`config.mk`:
```
export PLATFORM = sky130hd
export DESIGN_NAME = countdown_timer
export DESIGN_NICKNAME = d
export VERILOG_FILES = /design/src/rtl/countdown_pkg.sv /design/src/rtl/countdown_timer_digit.sv /design/src/rtl/countdown_timer.sv
export SDC_FILE = /design/constraint.sdc
export NUM_CORES = 1
export LEC_CHECK = 0
export ABC_AREA = 1
export ABC_CLOCK_PERIOD_IN_PS = 3200
export CAP_MARGIN = 15
export CORE_MARGIN = 1.5
export CORE_UTILIZATION = 59
export CTS_CLUSTER_DIAMETER = 60
export CTS_CLUSTER_SIZE = 12
export DETAILED_ROUTE_END_ITERATION = 8
export PLACE_DENSITY = 0.82
export SKIP_LAST_GASP = 1
export SYNTH_ARGS = -nofsm -noshare
export SYNTH_HDL_FRONTEND = slang
export SYNTH_SLANG_ARGS = --single-unit
```
`constraint.sdc`:
```
create_clock -name clk -period 3.2 [get_ports clk]
set_input_delay 0.64 -clock clk [delete_from_list [all_inputs] [get_ports clk]]
set_output_delay 0.64 -clock clk [all_outputs]
set_load 0.01 [all_outputs]
```
`src/rtl/countdown_pkg.sv`:
```
// Shared types and constants for the mm:ss BCD countdown timer.
// Digit moduli and the load clamp live here so every block agrees on them.
package countdown_pkg;

  typedef enum logic [1:0] {
    IDLE,
    RUN,
    PAUSE,
    DONE
  } state_t;

  localparam int BCD_W = 4;

  localparam int SEC_ONES_MOD = 10;
  localparam int SEC_TENS_MOD = 6;
  localparam int MIN_ONES_MOD = 10;
  localparam int MIN_TENS_MOD = 10;

  function automatic logic [BCD_W-1:0] clamp_nib(
    input logic [BCD_W-1:0] n,
    input int               modulus
  );
    logic [BCD_W-1:0] top;
    top = BCD_W'(modulus - 1);
    return (n > top) ? top : n;
  endfunction

  // Clamp a packed {min_tens, min_ones, sec_tens, sec_ones} preset.
  function automatic logic [4*BCD_W-1:0] clamp_bcd(
    input logic [4*BCD_W-1:0] raw
  );
    logic [4*BCD_W-1:0] res;
    res[15:12] = clamp_nib(raw[15:12], MIN_TENS_MOD);
    res[11:8]  = clamp_nib(raw[11:8], MIN_ONES_MOD);
    res[7:4]   = clamp_nib(raw[7:4], SEC_TENS_MOD);
    res[3:0]   = clamp_nib(raw[3:0], SEC_ONES_MOD);
    return res;
  endfunction

endpackage

```
`src/rtl/countdown_timer_digit.sv`:
```
// One BCD down-counting digit with clamped load and borrow output.
// Borrow is combinational so a whole chain resolves in one cycle.
module bcd_down_digit
  import countdown_pkg::*;
#(
  parameter int MODULUS = 10
) (
  input  logic             clk,
  input  logic             rst,
  input  logic             load,
  input  logic [BCD_W-1:0] load_val,
  input  logic             dec,
  output logic [BCD_W-1:0] value,
  output logic             borrow_out
);

  localparam logic [BCD_W-1:0] MAX = BCD_W'(MODULUS - 1);

  assign borrow_out = dec && (value == '0);

  always_ff @(posedge clk) begin
    if (rst) begin
      value <= '0;
    end else if (load) begin
      value <= (load_val > MAX) ? MAX : load_val;
    end else if (dec) begin
      value <= (value == '0) ? MAX : value - BCD_W'(1);
    end
  end

endmodule

```
`src/rtl/countdown_timer.sv`:
```
// Four-digit mm:ss BCD countdown with prescaler and one-cycle expiry pulse.
// Define COUNTDOWN_AUTO_RELOAD_EN to restart from the last preset on expiry.
module countdown_timer
  import countdown_pkg::*;
#(
  parameter int TICK_DIV = 100_000_000,
  parameter int DIV_BITS = $clog2(TICK_DIV)
) (
  input  logic        clk,
  input  logic        rst,
  input  logic        load,
  input  logic [15:0] load_data,
  input  logic        start,
  input  logic        stop,
  output logic [15:0] digits,
  output logic        running,
  output logic        done
);

  localparam logic [DIV_BITS-1:0] PRESC_TOP =
    DIV_BITS'(TICK_DIV - 1);

  state_t              state;
  logic [DIV_BITS-1:0] presc;

  logic        tick;
  logic        at_zero;
  logic        last_step;
  logic        reload;
  logic        hold_run;
  logic        digit_load;
  logic [15:0] digit_val;
  logic [2:0]  borrow;
  logic        unused_borrow;

  assign at_zero   = (digits == 16'h0000);
  assign last_step = (digits == 16'h0001);

  // stop and load both outrank the tick, so gate them here.
  assign tick = (state == RUN) && !load && !stop &&
                (presc == PRESC_TOP);

`ifdef COUNTDOWN_AUTO_RELOAD_EN
  logic [15:0] shadow;

  always_ff @(posedge clk) begin
    if (rst) begin
      shadow <= '0;
    end else if (load) begin
      shadow <= clamp_bcd(load_data);
    end
  end

  assign reload    = tick && at_zero;
  assign hold_run  = (shadow != '0);
  assign digit_val = load ? load_data : shadow;
`else
  assign reload    = 1'b0;
  assign hold_run  = 1'b0;
  assign digit_val = load_data;
`endif

  assign digit_load = load || reload;

  bcd_down_digit #(
    .MODULUS(SEC_ONES_MOD)
  ) u_sec_ones (
    .clk       (clk),
    .rst       (rst),
    .load      (digit_load),
    .load_val  (digit_val[3:0]),
    .dec       (tick && !reload),
    .value     (digits[3:0]),
    .borrow_out(borrow[0])
  );

  bcd_down_digit #(
    .MODULUS(SEC_TENS_MOD)
  ) u_sec_tens (
    .clk       (clk),
    .rst       (rst),
    .load      (digit_load),
    .load_val  (digit_val[7:4]),
    .dec       (borrow[0]),
    .value     (digits[7:4]),
    .borrow_out(borrow[1])
  );

  bcd_down_digit #(
    .MODULUS(MIN_ONES_MOD)
  ) u_min_ones (
    .clk       (clk),
    .rst       (rst),
    .load      (digit_load),
    .load_val  (digit_val[11:8]),
    .dec       (borrow[1]),
    .value     (digits[11:8]),
    .borrow_out(borrow[2])
  );

  // 0000 is never decremented, so the top borrow never fires.
  bcd_down_digit #(
    .MODULUS(MIN_TENS_MOD)
  ) u_min_tens (
    .clk       (clk),
    .rst       (rst),
    .load      (digit_load),
    .load_val  (digit_val[15:12]),
    .dec       (borrow[2]),
    .value     (digits[15:12]),
    .borrow_out(unused_borrow)
  );

  always_ff @(posedge clk) begin
    if (rst) begin
      state   <= IDLE;
      running <= 1'b0;
      done    <= 1'b0;
      presc   <= '0;
    end else begin
      done <= 1'b0;
      if (load) begin
        state   <= IDLE;
        running <= 1'b0;
        presc   <= '0;
      end else begin
        case (state)
          IDLE: begin
            if (!stop && start && !at_zero) begin
              state   <= RUN;
              running <= 1'b1;
            end
          end
          RUN: begin
            if (stop) begin
              state   <= PAUSE;
              running <= 1'b0;
            end else if (tick) begin
              presc <= '0;
              if (last_step) begin
                done <= 1'b1;
                if (!hold_run) begin
                  state   <= DONE;
                  running <= 1'b0;
                end
              end
            end else begin
              presc <= presc + DIV_BITS'(1);
            end
          end
          PAUSE: begin
            if (!stop && start) begin
              state   <= RUN;
              running <= 1'b1;
            end
          end
          DONE: begin
            if (stop) begin
              state <= IDLE;
            end
          end
          default: begin
            state   <= IDLE;
            running <= 1'b0;
          end
        endcase
      end
    end
  end

endmodule
```
---- After elaboration in Yosys (flattened, before gate mapping) ----
Index checks and enable logic that the tools add are counted.
word-level totals
  register bits after elaboration ......... 47
  input port bits ......................... 21
  word-level logic and storage cells ...... 88
cells by class
  add/subtract/negate cells ............... 5
  order comparisons ....................... 4
  eq/ne operators ......................... 10
  mux-type cells .......................... 31
  bitwise logic cells ..................... 3
  reductions and logical operators ........ 27
operators with widths
  cell                     number
  $mux W4                  16
  $add A27 B1 Y27 const B  1
  $eq A27 B27 Y1 const B   1
  $mux W27                 1
  $eq A16 B1 Y1 const B    1
  $logic_not A16 Y1        1
  $logic_not A4 Y1         4
  $sub A4 B1 Y4 const B    4
  $gt A4 B4 Y1 const B     3
  $mux W2                  6
  $reduce_and A5 Y1        2
  $logic_and A1 B1 Y1      8
  $pmux W2 S4              1
  $reduce_bool A2 Y1       4
  $mux W1                  6
  $ne A2 B2 Y1 const B     3
  $reduce_or A5 Y1         1
  $eq A2 B2 Y1 const B     2
  $gt A4 B3 Y1 const B     1
  $logic_not A1 Y1         3
  $ne A3 B2 Y1 const B     1
  $ne A3 B3 Y1 const B     1
  $not A1 Y1               3
  $pmux W1 S3              1
  other kinds (5)          5

---- Longest topological paths before layout ----
Gate-level depths: netlist (run 1).
  word-level depth ........................ 9
  mapped depth ............................ 12

---- Hierarchy ----
Synthesis (run 1) repeated with hierarchy kept, for this count alone.
second synthesis, totals
  cell total of the unflattened synthesis .. 454
  area total of the unflattened synthesis .. 2786.4 µm²
by module, submodules not included
  module                            instances  cells each  area each (µm²)
  countdown_timer                   1          269         1737.9
  bcd_down_digit at u_min_ones ...  3          49          271.5
  bcd_down_digit at u_sec_tens      1          38          234.0

---- Worst setup path after synthesis (run 1) ----
No wires, ideal clock.
  path type ............................... input to register
  start ................................... input port load
  end ..................................... register presc[7]
  setup time .............................. 119 ps
  arrival time ............................ 1625 ps
  data required time ...................... 3081 ps
  slack ................................... 1456 ps
  stages .................................. 11
  path buffers ............................ 1
  path through ............................ inv_2 nand2_1 nor2_1 nand2_1 nor2_1 nand2_4 nand2_4 nor2_4 inv_2 buf_4 nor3_1
between the ends
  word-level cells in the longest chain between the ends .. 5
ends and longest elaborated chain
  item                              line                    RTL
  from (decl)                       countdown_timer.sv:11   input logic load,
  $logic_not A1 Y1                  countdown_timer.sv:40   assign tick = (state == RUN) && !load && !stop &&
  $logic_and A1 B1 Y1 (3 in a row)  countdown_timer.sv:40
  $mux W27                          countdown_timer.sv:138  end else if (tick) begin
  to (signal assigned)              countdown_timer.sv:148  presc <= presc + DIV_BITS'(1);
  to (decl)                         countdown_timer.sv:24   logic [DIV_BITS-1:0] presc;
Several ways; a longest one is shown, not always the timed one.
A chain may end at the register's enable or synchronous reset.

---- Worst setup path in the final report (run 1) ----
  start ................................... input port stop
  end ..................................... register presc[9]
between the ends
  word-level cells in the longest chain between the ends .. 4
ends and longest elaborated chain
  item                              line                    RTL
  from (decl)                       countdown_timer.sv:14   input logic stop,
  $logic_not A1 Y1                  countdown_timer.sv:40
  $logic_and A1 B1 Y1 (2 in a row)  countdown_timer.sv:40
  $mux W27                          countdown_timer.sv:138
Several ways; a longest one is shown, not always the timed one.

==> results of run 1 <==
-- critical path: stages --
cell and delay [ns]:
clkdlybuf4s50_1 0.49, inv_1 0.07, nand2_2 0.24, inv_2 0.19, nand2_2 0.14, nor2_4 0.04
nand2_4 0.11, nand2_4 0.13, nor2_4 0.17, inv_2 0.13, nor3_1 0.18
-- layer usage --
layer,GRT usage,vias to the layer above
li1,-,1420
met1,0.3310,1238
met2,0.4860,92
met3,0.05556,16
met4,0.1153,0
met5,0,-
-- kinds of logic after synthesis --
family / share of synthesized area
buffers and inverters: 0.07590
AND/OR/NAND/NOR: 0.3777
XOR/XNOR: 0.04481
AO/OA/AOI/OAI: 0.1532
flip-flops: 0.3438
adder cells (fa/ha/maj): 0.004572
-- area by class of cell --
class,count,area (sq um),share of cell area
multi-input cells,312,1588,0.4890
flip-flops and latches,47,940.9,0.2898
repair buffers,40,395.4,0.1218
inverters,41,153.9,0.04740
clock buffers,7,96.34,0.02967
well taps,52,65.06,0.02004
clock inverters,1,7.507,0.002312
-- registers in the layout (all words and copies together) (netlist names) --
register / cells
u_min_tens.value: 4
u_sec_tens.value: 4
running: 1
done: 1
u_min_ones.value: 4
state: 2
u_sec_ones.value: 4
presc: 27
-- report_power, final --
group          internal, uW  leakage, uW  switching (uW)
Combinational          95.4     0.000796             108
Sequential              601     0.000382            21.6
Clock                   197    0.0000505             206
Total                   893      0.00123             336
-- placed cells by master (no fill, tap or decap), types with 2 or more instances in the layout --
cell type and instances:
o21ai_1 2, nand4_1 9, nor2_1 84, nand3b_1 2
nand2_2 4, a31oi_1 3, clkdlybuf4s50_1 38, nand3_1 21
xor2_1 9, nor4_1 4, a21oi_1 31, a22o_1 2
dfxtp_1 47, inv_1 34, inv_2 7, nor3_2 4
nand2_4 2, a22oi_1 2, buf_4 2, nand2_1 76
o21ai_0 22, xnor2_1 5, nor3_1 11, clkbuf_8 7
nor2_4 5
-- how the worst max path moves through the flow --
stage / endpoint / slack (ns)
final: presc[9] / 0.90
after global routing: presc[9] / 0.71
after CTS: presc[9] / 0.89
after detailed placement: presc[9] / 0.58
after global placement: presc[9] / 0.62
after floorplan: presc[7] / 1.46
-- through the flow --
| step | cells | util |
|---|---|---|
| 2_1_floorplan | 409 | - |
| 3_3_place_gp | 492 | 0.7120 |
| 3_5_place_dp | 492 | 0.7120 |
| 4_1_cts | 500 | 0.7355 |
| 5_1_grt | 500 | 0.7355 |
| 6_report | 500 | 0.7355 |
==> impl_metrics.json, run 1 <==
{
  "ios": 39,
  "reg2reg_to": "presc[3]",
  "status": "finished clean",
  "core.rowCount": 24,
  "hold-worst-slack_ns": 0.4953,
  "cts_tree": "done",
  "core_sq_um": 4414,
  "die_y_microns": 71.10,
  "clock_skew_ns": 0.009766,
  "peakVddDrop_mv": 0.3172,
  "cts_sinks": 47,
  "hold_path_depth": 1,
  "yosysSeqAreaShare": 0.3439,
  "synth_area_leaders": "dfxtp_1 (34%), nor2_1 (12%), nand2_1 (10%)",
  "avgRoutedWirePerCell_microns": 13.35,
  "syn_area_sq_um": 2736,
  "tightest_slew_ns": 0.4324,
  "critical_path_class": "in -> reg",
  "wl_met1_mm": 2.906,
  "synth.most_common_cell": "nor2_1",
  "cts_resized": 0,
  "hold_class": "reg -> reg",
  "grt_max_degree": 26,
  "initial_core_util": 0.6199,
  "yosys_warnings": 0,
  "power_density_nw_per_um2": 378.5,
  "antenna_cells": 0,
  "rr_startpoint": "state[0]",
  "grt_pass1_vias": 2585,
  "drt_iter0_markers": 199,
  "tns_ns": 0,
  "nets": 469,
  "synth-async-reset-ratio": 0,
  "post_route_cells_drive_above_1_share": 0.08036,
  "rsz0062_at_grt": "no",
  "crit_fanout": 14,
  "drv_slew": 0,
  "synth-edff-count": 0,
  "leakage_uw": 0.001228,
  "synthTopCellsByCount": "nor2_1 (84), nand2_1 (76), dfxtp_1 (47)",
  "grt_overflow": 0,
  "die_x_microns": 71.10,
  "synth-seq-cells": 47,
  "setup.worst_path.end_class": "register",
  "hold_viol": 0,
  "vias_per_cell": 5.532,
  "clock.fmax_mhz": 434.9,
  "cts_hold_buf": 0,
  "synth.distinct_cells": 41,
  "synthFlopType": "dfxtp_1",
  "r2r_slack_ns": 1.21,
  "top_layer": "met4",
  "fill_cells": 406,
  "cts_buffers": 5,
  "place_congestion": 0.9467,
  "drt-total-wl_mm": 6.676,
  "worstPathArrival_ns": 2.54,
  "max_cap_violations": 0,
  "hpwl_mm": 4.923,
  "clockBufferDepth": 2,
  "postCtsSetupRepairBufs": 0,
  "stdcell_area_sq_um": 3247,
  "report.final.setup_viol": 0,
  "die_area_sq_um": 5055,
  "timing.slew.headroom": 0.7109,
  "drc": 0,
  "io_buffers": 38,
  "htreeDepth": 2,
  "worstPathRequired_ns": 3.44,
  "min_to": "presc[26]",
  "setup.worst_path.start": "stop",
  "syn_avg_cell_area_sq_um": 6.690,
  "syn_nets": 431,
  "grt_usage": 0.2776,
  "pre_cts_ws_ns": 0.5814,
  "insertion_delay_ns": 0.31,
  "yosysTopAreaCellShare": 0.3439,
  "path_clk_slew_ns": 0.09,
  "yosys.area.top_type": "dfxtp_1",
  "syn2layout_area_growth_pct": 18.66,
  "p_total_uw": 1229,
  "min_from": "presc[26]",
  "antenna_found_initial": 0,
  "setup.worst_path.start_class": "input pin",
  "ant_nets": 0,
  "num_vias": 2766,
  "setup_ws_ns": 0.9004,
  "grt_pass1_wl_mm": 11.34,
  "reg2reg_depth": 11,
  "min_period_ns": 2.300,
  "min_period_over_period": 0.7186,
  "synth_cells": 409,
  "cts_root_buf": "clkbuf_8",
  "met3WireLength_microns": 371,
  "firstDrtPassIters": 4,
  "place_area_sq_um": 3143,
  "route.met2.wl_mm": 3.226
}
(Power assumes the default switching activity.)
==> run 2: changes to the inputs <==
ABC_CLOCK_PERIOD_IN_PS = 1910   (was 3200)
CORE_UTILIZATION = 49   (was 59)
PLACE_DENSITY = 0.73   (was 0.82)
clock period = 1.91 ns   (was 3.2 ns; I/O delays follow)
==> run 2 against run 1 <==
  * Final cell count up 8.6%
  * Critical path depth shrank 1
  * Register-to-register slack worse by 1.0 ns
  * Total power up 83%
  * Clock skew hardly changed
  * Routed wire length is 0.61% higher
  * Clock power is 110% higher
  * Clock-buffer cell count is 1 lower
  * Sequential share of layout area is 1.9 points lower
  * Combinational power grew 76%
  * Sequential cell count did not move
  * First-iteration DRC count decreased by 26%
==> impl_metrics.json, run 2 (synthesized netlist as in run 1, its figures left out) <==
{
  "syn2layout_area_growth_pct": 27.21,
  "firstDrtPassIters": 5,
  "rsz0062_at_grt": "no",
  "hold-worst-slack_ns": 0.4899,
  "post_route_cells_drive_above_1_share": 0.1274,
  "layout_common_cells": "nor2_1 (83), nand2_1 (76), dfxtp_1 (47)",
  "path_delay_family": "simple AND/OR/NAND/NOR gates",
  "grt_pass1_vias": 2547,
  "hpwl_mm": 5.089,
  "hold_viol": 0,
  "drc": 0,
  "status": "finished clean",
  "cts_hold_buf": 0,
  "avgRoutedWirePerCell_microns": 12.37,
  "core.rowCount": 27,
  "crit_fanout": 12,
  "cpPeakStageDelay_ns": 0.38,
  "nets": 492,
  "r2r_slack_ns": 0.20,
  "vias_per_cell": 5.206,
  "die_y_microns": 77.73,
  "tightest_slew_ns": 0.4142,
  "cts_root_buf": "clkbuf_8",
  "die_x_microns": 77.73,
  "timing.slew.headroom": 0.7213,
  "grt_usage": 0.2327,
  "cts_sinks": 47,
  "critical_path_class": "reg -> reg",
  "largest_register_ff_count": 27,
  "io_buffers": 38,
  "drt_iter0_markers": 148,
  "initial_core_util": 0.5031,
  "antenna_cells": 0,
  "tns_ns": 0,
  "worstPathRequired_ns": 2.10,
  "ant_nets": 0,
  "min_period_ns": 1.714,
  "worstPathCellList": "ha_1 -> nand2_1 -> nor2_2 -> nand2_2 -> nor2_4 -> nand2_4 -> nand2_4 -> nor2_4 -> inv_2 -> nor3_1",
  "max_cap_violations": 0,
  "met3WireLength_microns": 385,
  "leakage_uw": 0.001352,
  "path_clk_slew_ns": 0.09,
  "grt_max_degree": 21,
  "worstPathArrival_ns": 1.90,
  "clock.fmax_mhz": 583.3,
  "setup.worst_path.start_class": "register",
  "num_vias": 2827,
  "route.met2.wl_mm": 3.178,
  "clockBufferDepth": 2,
  "min_period_over_period": 0.8975,
  "die_area_sq_um": 6042,
  "drt-total-wl_mm": 6.717,
  "crit_buf_inv": 1,
  "cts_tree": "done",
  "report.final.setup_viol": 0,
  "grt_overflow": 0,
  "insertion_delay_ns": 0.30,
  "cts_buffers": 5,
  "place_area_sq_um": 3341,
  "largest-register": "presc",
  "drv_slew": 0,
  "cp_slowest_cell": "dfxtp_1",
  "stdcell_area_sq_um": 3481,
  "htreeDepth": 2,
  "place_congestion": 0.8944,
  "grt_pass1_wl_mm": 11.36,
  "setup.worst_path.end_class": "register",
  "ios": 39,
  "core_sq_um": 5439,
  "wl_met1_mm": 3.024,
  "postCtsSetupRepairBufs": 0,
  "hold_class": "reg -> reg",
  "peakVddDrop_mv": 0.5085,
  "final_common_cell": "nor2_1",
  "top_layer": "met4",
  "clock_skew_ns": 0.009844,
  "antenna_found_initial": 0,
  "power_density_nw_per_um2": 647.3
}
[run 2: cell count changes in the layout (fill, tap and decap cells not counted), sizes merged]
cell and change:
clkinvlp -1, clkbuf -1, buf +23, bufinv +2
[run 2: where the power goes]
part / switching (uW) / internal [uW]
clock: 330 / 523
sequential: 35.2 / 1010
combinational: 183 / 175
[run 2: worst reg2reg max path: stages (launching register included)]
cell	delay, ns
dfxtp_1	0.38
ha_1	0.20
nand2_1	0.07
nor2_2	0.16
nand2_2	0.11
nor2_4	0.13
nand2_4	0.10
nand2_4	0.11
nor2_4	0.06
inv_2	0.18
nor3_1	0.08
[run 2: worst paths after layout]
kind	from	endpoint	depth (start not counted)
min	presc[1]	presc[1]	2
max reg2reg	presc[0]	presc[9]	10
max	presc[0]	presc[9]	10
min reg2reg	presc[1]	presc[1]	2
[run 2: area by class of cell]
class,instances,area (sq um)
Timing Repair Buffer,63,568.0
Tap cell,72,90.09
Sequential cell,47,940.9
Clock buffer,6,72.57
Fill cell,494,1958
Clock inverter,2,60.06
Inverter,41,153.9
Multi-Input combinational cell,312,1595
[run 2: repair_timing]
action | CTS | global route
resized for setup | 0 | 2
endpoints found under the setup margin | 0 | 24
hold endpoints to repair | 0 | 0
[run 2: stage by stage]
stage	setup WS [ns]	utilization	total power, uW	std cells
after global routing	0.01984	0.6400	2376	543
after CTS	0.1172	0.6386	2278	543
after floorplan	0.3495	-	1266	409
final	0.1957	0.6400	2253	543
after detailed placement	-0.08545	0.6142	1422	535
after global placement	-0.05034	0.6142	1417	535
[run 2: routing by layer]
metal  up-vias  global-route usage
met1      1251              0.2909
li1       1472                   -
met3        14             0.04353
met5         -                   0
met2        90              0.3991
met4         0             0.07818
==> run 3: changes to the inputs <==
ABC_CLOCK_PERIOD_IN_PS = 1800   (was 1910)
CORE_UTILIZATION = 55   (was 49)
PLACE_DENSITY = 0.8   (was 0.73)
clock period = 1.8 ns   (was 1.91 ns; I/O delays follow)
==> run 3 against run 2 <==
  * Routed wire length increased by 0.25%
  * Largest power group unchanged
  * Hold slack worse by 0.014 ns
  * Global-route usage is 2.9 points higher
  * Utilization up 9.1 points
  * Sequential cell count unchanged
  * Critical endpoint is now digits[1]
  * Setup slack got worse by 0.096 ns
  * Via count is 0.81% higher
  * Critical path depth is 9 lower
  * Highest routed layer unchanged
==> impl_metrics.json, run 3 (synthesized netlist as in run 1, its figures left out) <==
{
  "grt_overflow": 0,
  "critical_path_class": "reg -> out",
  "path_clk_slew_ns": 0.08,
  "hold_viol": 0,
  "tightest_slew_ns": 0.3386,
  "place_area_sq_um": 3327,
  "timing.slew.headroom": 0.7722,
  "worstPathRequired_ns": 1.44,
  "grt_pass1_vias": 2593,
  "fill_cells": 397,
  "crit_fanout": 6,
  "p_total_uw": 2093,
  "firstDrtPassIters": 5,
  "die_area_sq_um": 5407,
  "leakage_uw": 0.001354,
  "avgRoutedWirePerCell_microns": 12.52,
  "setup.worst_path.end_class": "output port",
  "report.final.setup_viol": 0,
  "core.rowCount": 25,
  "status": "finished clean",
  "final_common_cell": "nor2_1",
  "nets": 492,
  "met3WireLength_microns": 384,
  "die_y_microns": 73.54,
  "min_period_over_period": 0.9445,
  "core_sq_um": 4755,
  "largest-register": "presc",
  "worstPathArrival_ns": 1.34,
  "drt_iter0_markers": 111,
  "cp_slowest_cell": "clkdlybuf4s50_1",
  "grt_usage": 0.2614,
  "cts_tree": "done",
  "vias_per_cell": 5.297,
  "peakVddDrop_mv": 0.4706,
  "seqCellArea_sq_um": 945.9,
  "worstPathCellList": "clkdlybuf4s50_1",
  "cpPeakStageDelay_ns": 0.59,
  "layout_common_cells": "nor2_1 (79), nand2_1 (76), dfxtp_1 (45)",
  "pwr-share-seq": 0.528,
  "min_to": "presc[0]",
  "htreeDepth": 2,
  "min_period_ns": 1.700,
  "cts_root_buf": "clkbuf_8",
  "drt-total-wl_mm": 6.734,
  "clock.fmax_mhz": 588.2,
  "crit_buf_inv": 1,
  "clockBufferDepth": 2,
  "stdcell_area_sq_um": 3476,
  "setup.worst_path.start_class": "register",
  "reg2reg_to": "u_min_tens.value[0]",
  "wl_met1_mm": 2.964,
  "p_comb_frac": 0.187,
  "hold_path_depth": 1,
  "hold_class": "reg -> reg",
  "hpwl_mm": 5.228,
  "ios": 39,
  "top_layer": "met4",
  "place_congestion": 0.8942,
  "reg2reg_depth": 10,
  "multi_input_area_sq_um": 1643,
  "clock_skew_ns": 0.004858,
  "drc": 0,
  "max_cap_violations": 0,
  "antenna_found_initial": 0,
  "cts_hold_buf": 0,
  "antenna_cells": 0,
  "p_switching_uw": 564.2,
  "drv_slew": 0,
  "insertion_delay_ns": 0.29,
  "swShare": 0.2696,
  "initial_core_util": 0.5755,
  "p_clk_frac": 0.285,
  "route.met2.wl_mm": 3.289,
  "r2r_slack_ns": 0.17,
  "intPower_uw": 1529,
  "post_route_cells_drive_above_1_share": 0.1444,
  "grt_pass1_wl_mm": 11.21,
  "postLayoutCoreUtil": 0.7311,
  "io_buffers": 38,
  "rsz0062_at_grt": "no",
  "num_vias": 2850,
  "rr_startpoint": "presc[0]",
  "syn2layout_area_growth_pct": 27.02,
  "grt_max_degree": 20,
  "power_density_nw_per_um2": 602.2,
  "tns_ns": 0,
  "die_x_microns": 73.54,
  "ant_nets": 0,
  "path_delay_family": "buffers and inverters",
  "cts_sinks": 47,
  "cts_buffers": 5,
  "min_from": "presc[0]",
  "largest_register_ff_count": 27
}
run 3: changes by cell type in the layout (fill, tap and decap cells not counted), moves of 2 or more:
cell and change:
bufinv_16 -2, nor2_1 -4, dfxtp_1 -2, nor2_2 +3
run 3: cell type report:
| type | instances | area share |
|---|---|---|
| Multi-Input combinational cell | 312 | 0.4726 |
| Sequential cell | 47 | 0.2721 |
| Timing Repair Buffer | 63 | 0.1634 |
| Inverter | 41 | 0.04428 |
| Tap cell | 67 | 0.02412 |
| Clock buffer | 7 | 0.02196 |
| Clock inverter | 1 | 0.001440 |
run 3: routing by layer:
layer	vias up	GRT usage
li1	1469	-
met5	-	0
met4	0	0.09259
met3	10	0.04938
met2	84	0.4394
met1	1287	0.3333
run 3: worst max-delay path by stage:
| stage | from | to | slack [ns] | cells after the start |
|---|---|---|---|---|
| 3_5_place_dp | load | u_min_tens.value[0] | -0.17 | 11 |
| 4_1_cts | presc[0] | u_min_tens.value[0] | 0.04 | 10 |
| 2_1_floorplan | presc[0] | presc[7] | 0.24 | 11 |
| 5_1_grt | load | u_min_tens.value[0] | 0.009 | 11 |
| 6_report | u_sec_ones.value[1] | digits[1] | 0.1 | 1 |
| 3_3_place_gp | load | presc[9] | -0.12 | 11 |
run 3: through the flow:
| step | setup slack [ns] | hold WS [ns] | cells |
|---|---|---|---|
| after floorplan | 0.2395 | 0.4432 | 409 |
| after global placement | -0.1190 | 0.4630 | 529 |
| after detailed placement | -0.1734 | 0.4693 | 529 |
| after CTS | 0.03812 | 0.4824 | 537 |
| after global routing | 0.008807 | 0.4898 | 538 |
| final | 0.09990 | 0.4760 | 538 |
run 3: repair_timing:
item | in CTS | in global routing
setup buffers | 0 | 1
endpoints found under the setup margin | 1 | 30
pin swaps | 0 | 6
resized for setup | 1 | 16
cloned | 0 | 0
run 3: power by group through the flow:
stage / Clock, uW / Combinational, uW / Sequential (uW)
after global routing: 662 / 434 / 1110
final: 596 / 392 / 1110
after global placement: 0 / 375 / 1130
after detailed placement: 0 / 383 / 1130
after floorplan: 0 / 207 / 1140
after CTS: 618 / 385 / 1100
